File: src/rtl/mux_operand_skid_reg.sv
// Registered operand/select stage ahead of the 2:1 operand/PC-select mux.
// One-entry skid buffer keeps in_ready_o registered at full throughput.
//
// state | meaning
// EMPTY | main and skid empty, accepting
// BUSY  | main holds output bundle, skid empty, accepting
// FULL  | main and skid both hold bundles, not accepting
module mux_operand_skid_reg #(
    parameter int size = 32
) (
    input  logic            clk_i,
    input  logic            rst_i,
    input  logic            flush_i,
    input  logic            in_valid_i,
    output logic            in_ready_o,
    input  logic [size-1:0] data0_i,
    input  logic [size-1:0] data1_i,
    input  logic            select_i,
    output logic            out_valid_o,
    input  logic            out_ready_i,
    output logic [size-1:0] data0_o,
    output logic [size-1:0] data1_o,
    output logic            select_o
);

    typedef enum logic [1:0] {
        EMPTY = 2'b00,
        BUSY  = 2'b01,
        FULL  = 2'b10
    } state_t;

    state_t            r_state;
    logic              r_in_ready;
    logic              r_out_valid;
    logic [size-1:0]   r_main_d0;
    logic [size-1:0]   r_main_d1;
    logic              r_main_sel;
    logic [size-1:0]   r_skid_d0;
    logic [size-1:0]   r_skid_d1;
    logic              r_skid_sel;

    logic w_in_fire;
    logic w_out_fire;

    assign w_in_fire  = in_valid_i & r_in_ready;
    assign w_out_fire = r_out_valid & out_ready_i;

    always_ff @(posedge clk_i or posedge rst_i) begin
        if (rst_i) begin
            r_state     <= EMPTY;
            r_in_ready  <= 1'b1;
            r_out_valid <= 1'b0;
            r_main_d0   <= '0;
            r_main_d1   <= '0;
            r_main_sel  <= 1'b0;
            r_skid_d0   <= '0;
            r_skid_d1   <= '0;
            r_skid_sel  <= 1'b0;
        end else if (flush_i) begin
            // Data registers keep stale contents; only valid matters after a squash.
            r_state     <= EMPTY;
            r_in_ready  <= 1'b1;
            r_out_valid <= 1'b0;
        end else begin
            case (r_state)
                EMPTY: begin
                    if (w_in_fire) begin
                        r_main_d0   <= data0_i;
                        r_main_d1   <= data1_i;
                        r_main_sel  <= select_i;
                        r_state     <= BUSY;
                        r_out_valid <= 1'b1;
                        r_in_ready  <= 1'b1;
                    end
                end
                BUSY: begin
                    if (w_in_fire && w_out_fire) begin
                        r_main_d0  <= data0_i;
                        r_main_d1  <= data1_i;
                        r_main_sel <= select_i;
                    end else if (w_in_fire) begin
                        r_skid_d0   <= data0_i;
                        r_skid_d1   <= data1_i;
                        r_skid_sel  <= select_i;
                        r_state     <= FULL;
                        r_in_ready  <= 1'b0;
                    end else if (w_out_fire) begin
                        r_state     <= EMPTY;
                        r_out_valid <= 1'b0;
                    end
                end
                FULL: begin
                    if (w_out_fire) begin
                        r_main_d0  <= r_skid_d0;
                        r_main_d1  <= r_skid_d1;
                        r_main_sel <= r_skid_sel;
                        r_state    <= BUSY;
                        r_in_ready <= 1'b1;
                    end
                end
                default: begin
                    r_state     <= EMPTY;
                    r_in_ready  <= 1'b1;
                    r_out_valid <= 1'b0;
                end
            endcase
        end
    end

    assign in_ready_o  = r_in_ready;
    assign out_valid_o = r_out_valid;
    assign data0_o     = r_main_d0;
    assign data1_o     = r_main_d1;
    assign select_o    = r_main_sel;

endmodule

File: config.mk
export PLATFORM = sky130hd
export DESIGN_NAME = mux_operand_skid_reg
export DESIGN_NICKNAME = d
export VERILOG_FILES = /design/src/rtl/mux_operand_skid_reg.sv
export SDC_FILE = /design/constraint.sdc
export NUM_CORES = 1
export LEC_CHECK = 0
export ABC_AREA = 1
export BUFFER_PORTS_ARGS = -buffer_cell sky130_fd_sc_hd__buf_2
export CELL_PAD_IN_SITES_DETAIL_PLACEMENT = 2
export CELL_PAD_IN_SITES_GLOBAL_PLACEMENT = 2
export CORE_MARGIN = 1.5
export CORE_UTILIZATION = 28
export DETAILED_ROUTE_END_ITERATION = 16
export GPL_TIMING_DRIVEN = 0
export PLACE_DENSITY = 0.79
export SLEW_MARGIN = 20
export SYNTH_ARGS = -nofsm -noshare
export SYNTH_HDL_FRONTEND = slang
export SYNTH_SLANG_ARGS = --single-unit
File: constraint.sdc
create_clock -name clk_i -period 4.6 [get_ports clk_i]
set_input_delay 0.92 -clock clk_i [delete_from_list [all_inputs] [get_ports clk_i]]
set_output_delay 0.92 -clock clk_i [all_outputs]
set_load 0.01 [all_outputs]
==> After elaboration in Yosys (flattened, before gate mapping) <==
Cells that the tools add are included.
{ "word_totals": {"reg_bits": 134, "elab_cells": 64, "out_inout_bits": 67} }
{ "op_classes": {"reduce_logical": 8, "eq_ne": 13, "muxes": 30, "bitwise_logic": 4} }
{ "ops": {"columns": ["cell", "n"], "rows": [
  ["$mux W32", 6],
  ["$pmux W32 S3", 2],
  ["$ne A3 B3 Y1 const B", 6],
  ["$mux W1", 12],
  ["$mux W2", 6],
  ["$reduce_and A4 Y1", 3],
  ["$reduce_and A5 Y1", 2],
  ["$pmux W1 S3", 3],
  ["$ne A2 B2 Y1 const B", 4],
  ["$pmux W2 S3", 1],
  ["$ne A4 B4 Y1 const B", 1],
  ["$reduce_bool A3 Y1", 1],
  ["$and A1 B1 Y1", 2],
  ["$eq A2 B1 Y1 const B", 1],
  ["$eq A2 B2 Y1 const B", 1],
  ["$logic_not A2 Y1", 1],
  ["$not A1 Y1", 2],
  ["$logic_and A1 B1 Y1", 1]
]} }

==> Longest topological paths before layout <==
Gate-level depths: netlist of the first run.
{ "logic_depth": {"ltp_word": 6, "mapped_depth": 10, "mapped_depth_nobuf": 7} }

==> Worst setup path before layout of the first run <==
Ideal clock, no wire load.
{ "synth_path": {"kind": "in2reg", "startpoint": "in in_valid_i", "endpoint": "reg r_skid_d1[23]", "t_required_ps": 4470, "stages": 7, "setup_ps": 130, "arrival_ps": 1633, "path_slack_ps": 2837, "path_cell_list": "nand2_1 -> inv_1 -> nand3_2 -> buf_6 -> buf_6 -> nand2_1 -> o21ai_1"} }
{ "synth_via": {"elab_chain_len": 4} }
{ "synth_rtl": {"columns": ["element", "line", "source"], "rows": [
  ["start, declared", "14", "input logic in_valid_i,"],
  ["$and A1 B1 Y1 *", "45", "assign w_in_fire = in_valid_i & r_in_ready;"],
  ["$logic_and A1 B1 Y1", "77", "if (w_in_fire && w_out_fire) begin"],
  ["$not A1 Y1 (no line)", null, null],
  ["$reduce_and A4 Y1 (no line) *", null, null],
  ["end signal, assigned", "83", "r_skid_d1 <= data1_i;"],
  ["end, declared", "39", "logic [size-1:0] r_skid_d1;"]
]} }
Every way passes the cells marked *; elsewhere a longest branch is shown, timed or not.
A chain may end at the register's enable or synchronous reset.

==> Final worst setup path of the first run <==
{ "layout_path": {"startpoint": "reg r_in_ready (netlist: in_ready_o)", "endpoint": "out in_ready_o"} }
{ "layout_lines": {"columns": ["element", "line", "source"], "rows": [
  ["start, declared", "33", "logic r_in_ready;"],
  ["start signal, assigned", "51", "r_in_ready <= 1'b1;"],
  ["start signal, assigned", "62", "r_in_ready <= 1'b1;"],
  ["start signal, assigned", "73", "r_in_ready <= 1'b1;"],
  ["end, declared", "15", "output logic in_ready_o,"]
]} }
No word-level cell between the ends.

==> impl_results.md, run 1 <==
* FILL cells at 2648
* Grt met1 use at 24.63%
* Detailed Route WL at 22020 µm
* CP Data Required Time at 3.68 ns
* Largest cells by area after synthesis: dfrtp_1 (51%), nand2_1 (20%), nand3_1 (10%)
* Htree depth at 4
* Residual DRC at 0
* Vias in the first global route at 6657
* Average size of a mapped cell at 7.942 µm²
* Die W at 155.3 µm
* Cells after DPL at 1240
* Slew headroom at 52.58%
* Synth area leader: dfrtp_1
* Critical path arrival at 1.09 ns
* Final Max Tran Viols at 0
* Starting Density at 28.61%
* Setup repair bufs after CTS at 0
* Number of I/O pins at 137
* Fin. Hold Viols at 0
* Area occupied by multi-input gates at 0.002476 mm²
* Min-delay worst type: reg -> reg
* Ant. Diodes at 0
* Hpwl dp at 15630 µm
* Final worst path period share at 43.64%
* Num rows at 55
* WL per Instance at 17.31 µm
* Synthesized net count at 888
* Core region area at 0.02271 mm²
* Lkg Pwr at 4.659 nW
* P&R area growth vs syn at 25.87%
* Netlist cell types at 23
* # port buffers at 136
* Drt first pass iters at 4
* Initial DRC count at 211
* Chip height at 155.3 µm
* Total negative slack at 0 ns
* Core Util, Final at 36.01%
* Nets at 1044
* CTS tree: built
* Sequential area share after synthesis at 51.64%
* CTS Buffer Depth at 2
* First-pass GRT wire length at 36030 µm
* Syn Inst Count at 818
* Clock Sinks at 134
* Setup Viol. Count Final at 0
* RSZ-0062 raised after global routing: false
* M2 GR Usage at 33.86%
* Peak Freq at 498.1 MHz
* Worst slew pin tran at 0.7114 ns
* Synth top area share at 51.23%
* CP Class: reg -> out
* Worst skew pair latency at 0.43 ns
* Routed via count at 5957
* Most frequent cells in the layout: nand2_1 (340), buf_2 (159), dfrtp_1 (133)
* Routability cong. at 0.7229
* Worst-path maximum fanout at 3
* Grt met3 use at 3.788%
* Most Crowded Layer GR: met2
* CTS clock-pin slew for the worst setup and hold paths at 0.06 ns
* Non-Filler Instances at 1272
* Max IR drop VDD at 0.2279 mV
* Root buffer cell: clkbuf_16
* Cell Chain, Critical Path: buf_2
* Largest net degree at the start of global routing at 78
* CP delay by family, top: flip-flops
* Worst hold slack at 0.4651 ns
* Critical path's largest stage delay at 0.54 ns
* Yosys reg bits at 134
* Period minus WS final at 2.008 ns
* Seq. cell area at 0.003354 mm²
* CP Launch Type: flop
* Share of cells above drive strength 1 at 25.53%
* MaxCap Viol Count at 0
* Cts bufs inserted at 17
* Post-Syn Area at 0.006496 mm²
* Die area at 0.02412 mm²
* Total grt overflow at 0
* Status: completed
* CP Buf/Inv Count at 1
* Via/cell ratio at 4.683
* Commonest non-fill, non-tap cell in the layout: nand2_1
* P per Cell Area at 643.7 mW/mm²
* Antenna violations before repair at 2
* Post-CTS Hold Buffers at 0
* Worst path slowest cell: dfstp_2
* CP endpoint kind: primary output
* Worst Clk Skew at 0.01144 ns
* Ys Warns at 0
* Overall routing resource usage at 19.42%
* Routed Antenna Nets at 0
* Resized cells post-CTS at 0
## final cells by class
class / instances / area share (%)
inverter: 72 / 3.428
multi-input combinational: 555 / 30.28
clock inverter: 12 / 1.852
tap: 285 / 4.361
timing repair buffer: 137 / 8.661
buffer: 57 / 4.805
sequential: 134 / 41.03
clock buffer: 20 / 5.585
## path summary, 6_finish.rpt
kind                       slack (ns)  depth (start not counted)                         to              startpoint
max                              2.59                          1                 in_ready_o  in_ready_o$_DFFE_PP1P_
min                              0.47                          2     data0_o[1]$_DFFE_PP0P_  data0_o[1]$_DFFE_PP0P_
max reg2reg                      2.89                          5  r_skid_d0[31]$_DFFE_PP0P_  in_ready_o$_DFFE_PP1P_
min reg2reg                      0.47                          2     data0_o[1]$_DFFE_PP0P_  data0_o[1]$_DFFE_PP0P_
max in group asynchronous        3.33                          3     r_skid_sel$_DFFE_PP0P_                   rst_i
min in group asynchronous        0.53                          2  r_skid_d1[13]$_DFFE_PP0P_                   rst_i
## synthesized netlist by cell type
cell type	n
nand2_1	340
dfrtp_1	133
nand3_1	132
inv_1	70
o21ai_1	39
o21ai_2	27
buf_2	23
buf_6	17
clkbuf_1	9
buf_4	6
nor2_1	5
nand2_2	3
buf_1	2
nand4_1	2
nor2_4	2
dfstp_2	1
inv_2	1
inv_4	1
nand3_2	1
nand3b_1	1
nor2_2	1
o21ai_0	1
o22ai_1	1
## layer usage
metal  wire (µm)  vias up
met1        9961     2943
met5          24        -
met2       11030      108
met3         743       27
li1            -     2875
met4         268        4
## report_power, final
group          total (mW)  switching [mW]  internal, mW
Clock                1.42           0.544         0.881
Sequential           2.02           0.302          1.72
Combinational        1.82            1.14         0.673
## stage by stage
| stage | power [mW] | cell area, µm² | setup WS, ns |
|---|---|---|---|
| after floorplan | 3.131 | 6496 | 0.09890 |
| after global placement | 3.782 | 7533 | -1.963 |
| after detailed placement | 3.889 | 7569 | 2.261 |
| after CTS | 5.349 | 8177 | 2.573 |
| after global routing | 5.674 | 8177 | 2.563 |
| final | 5.263 | 8177 | 2.592 |
## sequential cells by signal, summed over array words and instances (netlist names)
register and flops:
select_o 1, data1_o 32, r_skid_d0 32, r_state 2, r_skid_d1 32, r_skid_sel 1, in_ready_o 1, out_valid_o 1
data0_o 32
## cells by family (layout without fill, tap and decap cells)
group           Yosys count  in the layout  synth area share, %
buf+inv                 129            298                10.25
simple gates            487            487                31.30
flops                   134            134                51.64
compound gates           68             68                6.818
No activity file was read; power rests on OpenSTA's default activity.
==> run 2: changes to the inputs <==
--- a/config.mk
+++ b/config.mk
@@ -10,10 +10,10 @@
 export CELL_PAD_IN_SITES_DETAIL_PLACEMENT = 2
 export CELL_PAD_IN_SITES_GLOBAL_PLACEMENT = 2
 export CORE_MARGIN = 1.5
-export CORE_UTILIZATION = 28
+export CORE_UTILIZATION = 31
 export DETAILED_ROUTE_END_ITERATION = 16
 export GPL_TIMING_DRIVEN = 0
-export PLACE_DENSITY = 0.79
+export PLACE_DENSITY = 0.83
 export SLEW_MARGIN = 20
 export SYNTH_ARGS = -nofsm -noshare
 export SYNTH_HDL_FRONTEND = slang
==> constraint.sdc (replaced) <==
create_clock -name clk_i -period 2.1 [get_ports clk_i]
set_input_delay 0.42 -clock clk_i [delete_from_list [all_inputs] [get_ports clk_i]]
set_output_delay 0.42 -clock clk_i [all_outputs]
set_load 0.01 [all_outputs]
==> impl_results.md, run 2 (synthesis results as in run 1) <==
* Status: completed
* Critical path's largest stage delay at 0.53 ns (about the same)
* Routability cong. at 0.7148 (-1.1%)
* FF-to-FF path depth at 7 (+2)
* Worst slew pin tran at 0.7271 ns (+0.01571 ns)
* Root buffer cell: clkbuf_16
* MaxCap Viol Count at 0 (unchanged)
* CP endpoint kind: flop
* CP Launch Type: flop
* Htree depth at 4 (unchanged)
* Detailed Route WL at 22640 µm (+2.8%)
* Routed Antenna Nets at 0 (unchanged)
* Final Max Tran Viols at 0 (unchanged)
* Commonest non-fill, non-tap cell in the layout: nand2_1
* RSZ-0062 raised after global routing: false
* Die area at 0.02183 mm² (-9.5%)
* Number of I/O pins at 137 (unchanged)
* CTS clock-pin slew for the worst setup and hold paths at 0.06 ns (about the same)
* Chip height at 147.8 µm (-4.9%)
* Cts bufs inserted at 17 (unchanged)
* Share of cells above drive strength 1 at 25.66% (+0.12 points)
* Critical path arrival at 2.02 ns (+0.93 ns)
* CP delay by family, top: buffers and inverters
* Routed via count at 6088 (+2.2%)
* Placed cell areas at 0.007634 mm² (+0.86%)
* Cell Chain, Critical Path: nand2_1 -> inv_1 -> nand3_2 -> buf_6 -> buf_6 -> nand2_1 -> o21ai_1
* Clock Sinks at 134 (unchanged)
* Total negative slack at 0 ns (unchanged)
* FILL cells at 2369 (-11%)
* CTS tree: built
* Worst path slowest cell: dfstp_2
* CP Buf/Inv Count at 3 (+2)
* CP Class: reg -> reg
* P per Cell Area at 1387 mW/mm² (+120%)
* Initial DRC count at 215 (+1.9%)
* Lkg Pwr at 4.665 nW (+0.14%)
* Antenna violations before repair at 3 (+1)
* Overall routing resource usage at 21.94% (+2.5 points)
* CTS Buffer Depth at 2 (unchanged)
* Cells after DPL at 1229 (-0.89%)
* Final Power at 11.37 mW (+120%)
* Fin. Hold Viols at 0 (unchanged)
* Worst setup margin at 0.3490 ns (-2.243 ns)
* Min-delay worst type: in -> async
* Post-CTS Hold Buffers at 0 (unchanged)
* Setup repair bufs after CTS at 0 (unchanged)
* # port buffers at 136 (unchanged)
* Non-Filler Instances at 1264 (-0.63%)
* Reg-to-reg endpoint: r_skid_d1[1]$_DFFE_PP0P_
* Worst skew pair latency at 0.43 ns (about the same)
* Residual DRC at 0 (unchanged)
* First-pass GRT wire length at 36880 µm (+2.4%)
* Num rows at 52 (-5.5%)
* Starting Density at 31.90% (+3.3 points)
* Worst-path maximum fanout at 10 (+7)
* Core Util, Final at 40.24% (+4.2 points)
* Vias in the first global route at 6924 (+4.0%)
* Design area at 0.008195 mm² (+0.23%)
* Resized cells post-CTS at 0 (unchanged)
* Worst Clk Skew at 0.01165 ns (+0.0002024 ns)
* Pre-CTS setup slack at 0.2311 ns (-2.030 ns)
* Nets at 1048 (+0.38%)
* Core region area at 0.02036 mm² (-10%)
* WL per Instance at 17.91 µm (+3.5%)
* Final worst path period share at 83.38%
* Period minus WS final at 1.751 ns
* Peak Freq at 571.1 MHz
* Largest net degree at the start of global routing at 30 (-62%)
* Worst reg2reg setup slack at 0.35 ns (-2.54 ns)
* Max IR drop VDD at 0.6154 mV (+170%)
* Most frequent cells in the layout: nand2_1 (340), buf_2 (159), dfrtp_1 (133)
* Worst hold slack at 0.02479 ns (-0.4403 ns)
* R2r startpoint: in_ready_o$_DFFE_PP1P_
* P&R area growth vs syn at 26.16%
* CP Data Required Time at 2.37 ns (-1.31 ns)
* Via/cell ratio at 4.816 (+2.8%)
* Hpwl dp at 16060 µm (+2.8%)
* Drt first pass iters at 4 (unchanged)
* Slew headroom at 51.53% (-1.0 points)
* Die W at 147.8 µm (-4.9%)
* Setup Viol. Count Final at 0 (unchanged)
* Total grt overflow at 0 (unchanged)
==> run 2: changes by cell type in the layout (fill, tap and decap cells not counted), sizes merged <==
| cell | change |
|---|---|
| buf | +4 |
| bufinv | -2 |
| clkbuf | +2 |
| clkinv | -1 |
| clkinvlp | +2 |
| diode | +4 |
| inv | -2 |
==> run 2: cell type report <==
cell class	instances	area [µm²]	share of cell area (%)
multi-input cells	555	2476	30.21
well taps	270	337.8	4.122
clock inverters	9	77.57	0.9466
flip-flops and latches	134	3354	40.93
repair buffers	141	795.8	9.710
diodes	4	10.01	0.1221
plain buffers	57	392.9	4.794
inverters	72	276.5	3.374
clock buffers	22	474.2	5.786
==> run 2: per-layer routing <==
layer / routed length [µm] / vias to the layer above / GRT usage [%]
li1: - / 2894 / -
met1: 9718 / 3062 / 26.20
met2: 11850 / 112 / 39.72
met3: 864 / 20 / 4.691
met4: 210 / 0 / 5.850
met5: 0 / - / 0
==> run 2: worst register-to-register path: cells and delay by family (launching register included) <==
kind	cells	cell delay [ns]
buffers and inverters	3	0.58
DFF	1	0.53
and+or+nand+nor	3	0.41
AOI/OAI and AO/OA	1	0.08
==> run 2: worst max-delay path by stage <==
stage,slack [ns],startpoint,depth (start not counted),end
after detailed placement,0.23,in_valid_i,6,r_skid_d1[4]$_DFFE_PP0P_
after global routing,0.21,in_ready_o$_DFFE_PP1P_,5,r_skid_d1[0]$_DFFE_PP0P_
after CTS,0.29,in_ready_o$_DFFE_PP1P_,5,r_skid_d1[0]$_DFFE_PP0P_
final,0.35,in_ready_o$_DFFE_PP1P_,7,r_skid_d1[1]$_DFFE_PP0P_
after global placement,-1.05,rst_i,2,r_skid_d0[2]$_DFFE_PP0P_
after floorplan,0.02,rst_i,1,data0_o[0]$_DFFE_PP0P_
==> run 2: power breakdown <==
group / internal (mW) / switching, mW
combinational: 1.49 / 2.56
clock: 1.70 / 1.16
sequential: 3.77 / 0.686
==> run 3: changes to the inputs <==
--- a/config.mk
+++ b/config.mk
@@ -5,15 +5,15 @@
 export SDC_FILE = /design/constraint.sdc
 export NUM_CORES = 1
 export LEC_CHECK = 0
-export ABC_AREA = 1
+export ABC_AREA = 0
 export BUFFER_PORTS_ARGS = -buffer_cell sky130_fd_sc_hd__buf_2
 export CELL_PAD_IN_SITES_DETAIL_PLACEMENT = 2
 export CELL_PAD_IN_SITES_GLOBAL_PLACEMENT = 2
 export CORE_MARGIN = 1.5
-export CORE_UTILIZATION = 31
+export CORE_UTILIZATION = 34
 export DETAILED_ROUTE_END_ITERATION = 16
 export GPL_TIMING_DRIVEN = 0
-export PLACE_DENSITY = 0.83
+export PLACE_DENSITY = 0.8
 export SLEW_MARGIN = 20
 export SYNTH_ARGS = -nofsm -noshare
 export SYNTH_HDL_FRONTEND = slang
==> constraint.sdc (replaced) <==
create_clock -name clk_i -period 1.5 [get_ports clk_i]
set_input_delay 0.3 -clock clk_i [delete_from_list [all_inputs] [get_ports clk_i]]
set_output_delay 0.3 -clock clk_i [all_outputs]
set_load 0.01 [all_outputs]
==> impl_results.md, run 3 <==
* Status: complete, but fails checks
* Failing checks: negative setup slack
* Die area at 0.01827 mm² (-16%)
* Min-delay worst type: in -> reg
* Routed via count at 3899 (-36%)
* Syn Inst Count at 376 (-54%)
* Non-Filler Instances at 800 (-37%)
* Core Util, Final at 50.39% (+10 points)
* R2r startpoint: in_ready_o$_DFFE_PP1P_
* Setup Viol. Count Final at 131 (+131)
* Residual DRC at 0 (unchanged)
* Antenna violations before repair at 0 (-3)
* Netlist cell types at 26 (+13%)
* FF-to-FF path depth at 6 (-1)
* Count leader, synth: dfrtp_1
* Most frequent cells in the layout: buf_2 (135), mux2_4 (130), dfrtp_1 (130)
* WL per Instance at 22.32 µm (+25%)
* Final Max Tran Viols at 0 (unchanged)
* Root buffer cell: clkbuf_16
* Num rows at 48 (-7.7%)
* P per Cell Area at 1911 mW/mm² (+38%)
* CTS tree: built
* Via/cell ratio at 4.874 (+1.2%)
* # port buffers at 136 (unchanged)
* Sequential area share after synthesis at 56.49% (+4.9 points)
* Cell Chain, Critical Path: nand3b_1 -> a221oi_4 -> buf_6 -> buf_12 -> clkbuf_16 -> mux2_4
* MaxCap Viol Count at 0 (unchanged)
* Routed Antenna Nets at 0 (unchanged)
* Synth top area share at 56.05% (+4.8 points)
* Synth area leader: dfrtp_1
* Routability cong. at 0.7224 (+1.1%)
* Yosys reg bits at 134 (unchanged)
* CP Buf/Inv Count at 3 (unchanged)
* CP Launch Type: flop
* Worst skew pair latency at 0.42 ns (about the same)
* Largest cells by area after synthesis: dfrtp_1 (56%), mux2_2 (20%), mux2_1 (16%)
* Hold path depth at 2
* Critical path's largest stage delay at 0.56 ns (+0.03 ns)
* Lkg Pwr at 4.074 nW (-13%)
* P&R area growth vs syn at 45.74%
* Vias in the first global route at 4556 (-34%)
* CP delay by family, top: flip-flops
* Final worst path period share at 128.2% (+45 points)
* Overall routing resource usage at 19.04% (-2.9 points)
* Clock Sinks at 134 (unchanged)
* Ys Warns at 0 (unchanged)
* Async S/R FF share, synth at 100.0% (unchanged)
* CTS Buffer Depth at 2 (unchanged)
* CTS clock-pin slew for the worst setup and hold paths at 0.07 ns (about the same)
* Slew headroom at 73.85% (+22 points)
* Fin. Hold Viols at 0 (unchanged)
* Synthesized net count at 446 (-50%)
* Die W at 135.2 µm (-8.5%)
* Worst path slowest cell: dfstp_2
* Initial DRC count at 110 (-49%)
* Starting Density at 34.57% (+2.7 points)
* Synth top cells by count: dfrtp_1 (133), mux2_2 (108), mux2_1 (87)
* Design area at 0.008655 mm² (+5.6%)
* Detailed Route WL at 17860 µm (-21%)
* Critical path arrival at 2.22 ns (+0.20 ns)
* Max IR drop VDD at 1.076 mV (+75%)
* Hold Startpoint: data0_i[12]
* Commonest non-fill, non-tap cell in the layout: buf_2
* RSZ-0062 raised after global routing: true
* Total negative slack at -43.98 ns (-43.98 ns)
* Dominant synthesized flop cell: dfrtp_1
* CP Data Required Time at 1.80 ns (-0.57 ns)
* Share of cells above drive strength 1 at 73.57% (+48 points)
* First-pass GRT wire length at 26040 µm (-29%)
* Worst hold slack at 0.1290 ns (+0.1042 ns)
* Hpwl dp at 11160 µm (-31%)
* Cts bufs inserted at 17 (unchanged)
* Average size of a mapped cell at 15.79 µm² (+99%)
* CP Class: reg -> reg
* Cells after DPL at 741 (-40%)
* Placed cell areas at 0.007530 mm² (-1.4%)
* Reg-to-reg endpoint: data0_o[23]$_DFFE_PP0P_
* Worst setup margin at -0.4233 ns (-0.7722 ns)
* CP endpoint kind: flop
* Worst slew pin tran at 0.3915 ns (-0.3356 ns)
* Chip height at 135.2 µm (-8.5%)
* Worst reg2reg setup slack at -0.42 ns (-0.77 ns)
* Total grt overflow at 0 (unchanged)
* Worst-path maximum fanout at 5 (-5)
* Drt first pass iters at 4 (unchanged)
* Period minus WS final at 1.923 ns (+0.1722 ns)
* Nets at 632 (-40%)
* Peak Freq at 519.9 MHz (-9.0%)
* Core region area at 0.01718 mm² (-16%)
* Sink of the worst hold path: r_skid_d0[12]$_DFFE_PP0P_
* Number of I/O pins at 137 (unchanged)
* Number of flops mapped to enable cells by yosys at 0 (unchanged)
* Ant. Diodes at 0 (-4)
* Worst Clk Skew at 0.009374 ns (-0.002272 ns)
* Htree depth at 4 (unchanged)
* Largest net degree at the start of global routing at 34 (+13%)
* Post-Syn Area at 0.005938 mm² (-8.6%)
run 3: where the power goes:
part	total, mW	switching [mW]	internal [mW]	leakage (nW)
registers	6.49	1.12	5.37	1.59
logic	5.51	1.98	3.52	2.18
clock network	4.54	1.67	2.87	0.302
total	16.5	4.77	11.8	4.07
run 3: cell type report:
cell class                 count  area, µm²
sequential                   134       3358
clock buffer                  20      456.7
timing repair buffer         170       1196
tap                          225      281.5
clock inverter                12      175.2
buffer                        19      296.5
multi-input combinational    217       2875
fill                        1622       8522
inverter                       3      15.01
run 3: worst max-delay path by stage:
stage / start / to / cells past startpoint / slack [ns]
2_1_floorplan: rst_i / data0_o[0]$_DFFE_PP0P_ / 1 / -0.46
3_3_place_gp: rst_i / data1_o[25]$_DFFE_PP0P_ / 2 / -1.33
3_5_place_dp: r_state[0]$_DFFE_PP0P_ / data0_o[29]$_DFFE_PP0P_ / 4 / -0.55
4_1_cts: in_ready_o$_DFFE_PP1P_ / r_skid_d0[9]$_DFFE_PP0P_ / 5 / -0.38
5_1_grt: in_ready_o$_DFFE_PP1P_ / data1_o[11]$_DFFE_PP0P_ / 6 / -0.50
6_report: in_ready_o$_DFFE_PP1P_ / data0_o[23]$_DFFE_PP0P_ / 6 / -0.42
run 3: stage by stage:
| stage | power (mW) | worst slack [ns] |
|---|---|---|
| after floorplan | 9.829 | -0.4644 |
| after global placement | 11.29 | -1.330 |
| after detailed placement | 11.66 | -0.5502 |
| after CTS | 16.56 | -0.3833 |
| after global routing | 17.33 | -0.4967 |
| final | 16.54 | -0.4233 |
run 3: timing repair:
action	in CTS	in global routing
setup buffers	15	8
gates resized for setup	22	21
hold endpoints to repair	13	0
pin swaps	2	2
gates cloned	1	9
setup endpoints to repair	130	131
hold buffers	1	0
run 3: per-layer routing:
| metal | track usage, % | wire length [µm] |
|---|---|---|
| met1 | 23.29 | 7609 |
| met5 | 0 | 0 |
| met4 | 4.898 | 164 |
| met3 | 5.051 | 796 |
| met2 | 33.30 | 9285 |
run 3: cell families (layout without fill, tap and decap cells):
| logic type | Yosys count | count (layout) | synth area share, % |
|---|---|---|---|
| buf+inv | 25 | 224 | 3.666 |
| simple gates | 13 | 13 | 1.623 |
| compound gates | 9 | 9 | 1.243 |
| flops | 134 | 134 | 56.49 |
| mux | 195 | 195 | 36.98 |
